--- src/rtl/pipe_skid_reg.sv ---
// Generic pipeline stage register with a 2-entry skid buffer, valid/ready handshake,
// flush-over-stall priority, occupancy output and saturating event counters.
//
// state | meaning
// EMPTY | no live entry; out_data = NOP_VALUE
// ONE   | head (main) live, skid empty
// FULL  | head and skid both live; in_ready low
module pipe_skid_reg #(
  parameter int unsigned     WIDTH     = 32,
  parameter logic [WIDTH-1:0] NOP_VALUE = '0,
  parameter int unsigned     CNT_W     = 16
) (
  input  logic             Clk,
  input  logic             Reset,
  input  logic             stall,
  input  logic             flush,
  input  logic             in_valid,
  output logic             in_ready,
  input  logic [WIDTH-1:0] in_data,
  output logic             out_valid,
  input  logic             out_ready,
  output logic [WIDTH-1:0] out_data,
  output logic [1:0]       occupancy,
  output logic [CNT_W-1:0] xfer_cnt,
  output logic [CNT_W-1:0] stall_cnt,
  output logic [CNT_W-1:0] flush_cnt
);

  typedef enum logic [1:0] {EMPTY = 2'd0, ONE = 2'd1, FULL = 2'd2} state_t;

  state_t             state_q, state_d;
  logic [WIDTH-1:0]   main_q, main_d;
  logic [WIDTH-1:0]   skid_q, skid_d;
  logic [CNT_W-1:0]   xfer_cnt_q, xfer_cnt_d;
  logic [CNT_W-1:0]   stall_cnt_q, stall_cnt_d;
  logic [CNT_W-1:0]   flush_cnt_q, flush_cnt_d;

  logic main_v, skid_v, in_fire, out_fire;

  // in_ready depends only on state and the stall/flush inputs, never on out_ready
  assign main_v    = (state_q != EMPTY);
  assign skid_v    = (state_q == FULL);
  assign in_ready  = ~skid_v & ~stall & ~flush;
  assign out_valid = main_v;
  assign out_data  = main_q;
  assign occupancy = {1'b0, main_v} + {1'b0, skid_v};
  assign in_fire   = in_valid & in_ready;
  assign out_fire  = main_v & out_ready & ~stall & ~flush;

  assign xfer_cnt  = xfer_cnt_q;
  assign stall_cnt = stall_cnt_q;
  assign flush_cnt = flush_cnt_q;

  always_comb begin
    state_d = state_q;
    main_d  = main_q;
    skid_d  = skid_q;
    if (flush) begin
      state_d = EMPTY;
      main_d  = NOP_VALUE;
      skid_d  = NOP_VALUE;
    end else begin
      // stall is already folded into in_fire/out_fire, so it simply holds here
      unique case (state_q)
        EMPTY: begin
          if (in_fire) begin
            state_d = ONE;
            main_d  = in_data;
          end
        end
        ONE: begin
          if (in_fire && out_fire) begin
            main_d = in_data;
          end else if (in_fire) begin
            state_d = FULL;
            skid_d  = in_data;
          end else if (out_fire) begin
            state_d = EMPTY;
            main_d  = NOP_VALUE;
          end
        end
        FULL: begin
          if (out_fire) begin
            state_d = ONE;
            main_d  = skid_q;
            skid_d  = NOP_VALUE;
          end
        end
        default: begin
          state_d = EMPTY;
          main_d  = NOP_VALUE;
          skid_d  = NOP_VALUE;
        end
      endcase
    end
  end

  always_comb begin
    xfer_cnt_d  = xfer_cnt_q;
    stall_cnt_d = stall_cnt_q;
    flush_cnt_d = flush_cnt_q;
    if (out_fire && (xfer_cnt_q != '1))
      xfer_cnt_d = xfer_cnt_q + CNT_W'(1);
    if (stall && main_v && (stall_cnt_q != '1))
      stall_cnt_d = stall_cnt_q + CNT_W'(1);
    if (flush && main_v && (flush_cnt_q != '1))
      flush_cnt_d = flush_cnt_q + CNT_W'(1);
  end

  always_ff @(posedge Clk) begin
    if (Reset) begin
      state_q     <= EMPTY;
      main_q      <= NOP_VALUE;
      skid_q      <= NOP_VALUE;
      xfer_cnt_q  <= '0;
      stall_cnt_q <= '0;
      flush_cnt_q <= '0;
    end else begin
      state_q     <= state_d;
      main_q      <= main_d;
      skid_q      <= skid_d;
      xfer_cnt_q  <= xfer_cnt_d;
      stall_cnt_q <= stall_cnt_d;
      flush_cnt_q <= flush_cnt_d;
    end
  end

endmodule

--- config.mk ---
export PLATFORM = sky130hd
export DESIGN_NAME = pipe_skid_reg
export DESIGN_NICKNAME = d
export VERILOG_FILES = /design/src/rtl/pipe_skid_reg.sv
export SDC_FILE = /design/constraint.sdc
export NUM_CORES = 1
export LEC_CHECK = 0
export ABC_CLOCK_PERIOD_IN_PS = 1700
export CORE_UTILIZATION = 45
export CTS_CLUSTER_SIZE = 12
export DETAILED_ROUTE_END_ITERATION = 8
export GPL_TIMING_DRIVEN = 1
export HOLD_SLACK_MARGIN = 0.15
export PLACE_DENSITY = 0.77
export REMOVE_ABC_BUFFERS = 1
export SLEW_MARGIN = 30
export SYNTH_ARGS = -nofsm -noshare
export SYNTH_HDL_FRONTEND = slang
export SYNTH_SLANG_ARGS = --single-unit
export TNS_END_PERCENT = 10
--- constraint.sdc ---
create_clock -name Clk -period 1.7 [get_ports Clk]
set_input_delay 0.34 -clock Clk [delete_from_list [all_inputs] [get_ports Clk]]
set_output_delay 0.34 -clock Clk [all_outputs]
set_load 0.05 [all_outputs]
==> results.py <==
metrics = {
    "drt": {
        "ant_nets": 0,
        "drc": 0,
        "drt_wl_total_um": 13800,
        "routed_via_density": 5.37,
        "drtPass1Iterations": 5,
        "dr_total_vias": 4965,
        "drtIter0Drc": 228,
        "post_drt_wl_per_cell_um": 15.0,
    },
    "global_route": {
        "antenna_found_initial": 0,
        "grt_overflow": 0,
        "grt_first_pass_wirelength_um": 21800,
        "grt_pass1_vias": 4772,
        "grt_max_degree": 33,
        "grtUsageTotal_pct": 24.1,
    },
    "die": {
        "ios": 122,
        "die_h_um": 108,
        "core_area_mm2": 0.0109,
        "die_width_um": 108,
        "rows": 38,
        "initial_core_util_pct": 46.3,
        "dieArea_mm2": 0.0116,
    },
    "synth": {
        "synth_top_area_share_pct": 45.3,
        "synth_top_cell_by_area": "dfxtp_1",
        "ys_seq_elements": 114,
        "yosysSeqAreaShare_pct": 45.3,
        "ys.flop_type": "dfxtp_1",
        "synth-async-reset-ratio_pct": 0,
        "yosysWarnings": 0,
        "yosysUniqueCellTypes": 50,
        "ys_top_cells_by_area": "dfxtp_1, mux2i_1, nand2_1",
        "synth_area_per_cell_um2": 8.55,
        "synth-edff-count": 0,
        "netlist_instances": 589,
        "syn_area_mm2": 0.00504,
    },
    "clock_network": {
        "cts_root_buffer": "clkbuf_8",
        "cts_tree": "yes",
        "cts_htree_levels": 4,
        "cts_hold_buf": 0,
        "numCtsBuffers": 17,
        "clock_path_buffers": 2,
        "clkSlewWorstSetupHoldPaths_ps": 60,
        "clock_latency_ps": 530,
        "cts_sinks": 114,
    },
    "outcome": {
        "outcome": "complete, but fails checks",
        "violations": "negative setup slack",
    },
    "power": {
        "power.leakage_uw": 0.00289,
        "cellPowerDensity_mw_per_mm2": 878,
        "vdd_drop_max_mv": 0.799,
    },
    "placed_design": {
        "port_buffers": 121,
        "post-dp-hpwl_um": 9390,
        "gp_congestion": 0.840,
        "dp_cells": 887,
        "post-place-ws_ps": -432,
        "placed_cell_area_mm2": 0.00681,
    },
    "timing": {
        "max_slew_margin_pct": 71.7,
        "tightestPinTransition_ps": 420,
        "skew_ps": 11.8,
        "fmax_mhz": 518,
        "slew_violations": 0,
        "hold_slack_ps": 402,
        "setup_violations": 4,
        "final_hold_viol_count": 0,
        "grt_setup_unrepaired": "yes",
        "layout_setup_ws_ps": -230,
        "timing.final.crit_share_pct": 114,
        "period_needed_ps": 1930,
    },
    "final_layout": {
        "fin_cells": 924,
        "multiInputGateArea_mm2": 0.00269,
        "fill_cells": 830,
        "most-common-layout-cells": "buf_4, dfxtp_1, nand2_1",
        "drive_above_1_share_pct": 29.1,
        "final_nets": 814,
        "final_common_cell": "buf_4",
        "synthToLayoutAreaGrowth_pct": 50.3,
        "final_core_util_pct": 69.5,
        "diodes": 0,
        "fin_area_mm2": 0.00757,
        "ff_latch_area_mm2": 0.00230,
    },
    "critical_path": {
        "critPathRequiredTime_ps": 1360,
        "critPathSlowestCell": "dfxtp_4",
        "cp_cell_sequence": "buf_6 > nor2b_4 > inv_2 > ha_4 > inv_2 > buf_12",
        "critPathMaxFanout": 3,
        "cpMostUsedCell": "inv_2",
        "arrival_ps": 1590,
        "crit_type": "reg -> out",
        "slowest_delay_ps": 360,
        "startpoint_type": "register",
        "cp-end-kind": "output pin",
    },
    "job": {
        "drv_cap": 0,
    },
    "hold_path": {
        "timing.hold.worst.class": "in -> reg",
    },
}
==> worst max-delay path, delay by kind of cell, from the launching register on <==
kind                     cells  cell delay, ps
flip-flops                   1             360
buffers and inverters        4             340
adder cells (fa/ha/maj)      1             250
AND/OR/NAND/NOR              1             110
==> layer usage <==
layer / global-route usage, % / wire [um]
met5: 0 / 0
met1: 26.2 / 5480
met4: 14.5 / 459
met2: 41.9 / 7350
met3: 6.11 / 550
==> cell usage after synthesis, types with 2 or more instances <==
master and instances:
or2_2 2, nor3b_1 2, nor3_1 11, ha_1 4, or3b_1 2, mux2_2 4, inv_1 6, or3_1 3
o31ai_1 3, a211oi_1 3, o211ai_1 4, o21a_1 2, nor2_1 51, dfxtp_1 114, and3_1 7, or4_1 3
buf_1 6, clkbuf_1 21, xor2_1 14, mux2i_1 35, nand3_1 53, o21ai_0 40, nand4_1 15, and4_1 6
nand4b_1 2, nand2_1 84, nor2b_1 3, buf_2 6, and2_1 3, xnor2_1 19, a21oi_1 42
==> worst paths after layout <==
path / end / startpoint / cells after the start / slack (ps)
min reg2reg: skid_q[30] / skid_q[30] / 2 / 450
max: occupancy[0] / state_q[0] / 6 / -230
min: skid_q[7] / in_data[7] / 3 / 400
max reg2reg: flush_cnt[12] / state_q[0] / 8 / 10
==> where the power goes <==
part	leakage (uW)	total, uW	internal (uW)	switching [uW]
Clock	0.000294	3600	2390	1200
Sequential	0.000923	2690	2680	8.27
Combinational	0.00167	353	166	188
Total	0.00289	6640	5240	1400
==> registers in the layout (all words and copies together) (netlist names) <==
| signal | cells |
|---|---|
| state_q | 2 |
| skid_q | 32 |
| xfer_cnt | 16 |
| flush_cnt | 16 |
| stall_cnt | 16 |
| out_data | 32 |
==> cell families (layout without fill, tap and decap cells) <==
logic type	after synthesis	in the layout	synth area share, %
AOI/OAI and AO/OA	106	106	12.5
buffers and inverters	40	235	3.20
DFF	114	114	45.3
and+or+nand+nor	253	253	24.4
adders and majority gates	4	4	0.994
xor gates and xnor gates	33	33	5.74
muxes	39	39	7.85
==> layout make-up <==
type | count | share of cell area [%]
tap | 140 | 2.31
inverter | 6 | 0.297
multi-input combinational | 435 | 35.5
sequential | 114 | 30.3
timing repair buffer | 198 | 23.6
clock inverter | 11 | 2.13
clock buffer | 20 | 5.75
==> through the flow <==
stage	power [uW]	setup TNS (ps)
finish	6640	-523
CTS	6690	-607
detailed placement	3100	-32790
global route	6860	-2490
floorplan	2870	-117440
global placement	3090	-29040
==> repair_timing <==
| item | CTS | global route |
|---|---|---|
| gates resized for setup | 13 | 21 |
| setup endpoints to repair | 6 | 72 |
| pin swaps | 2 | 6 |
| buffers inserted | 2 | 4 |
Note: power is estimated with default switching activity, not from simulation.
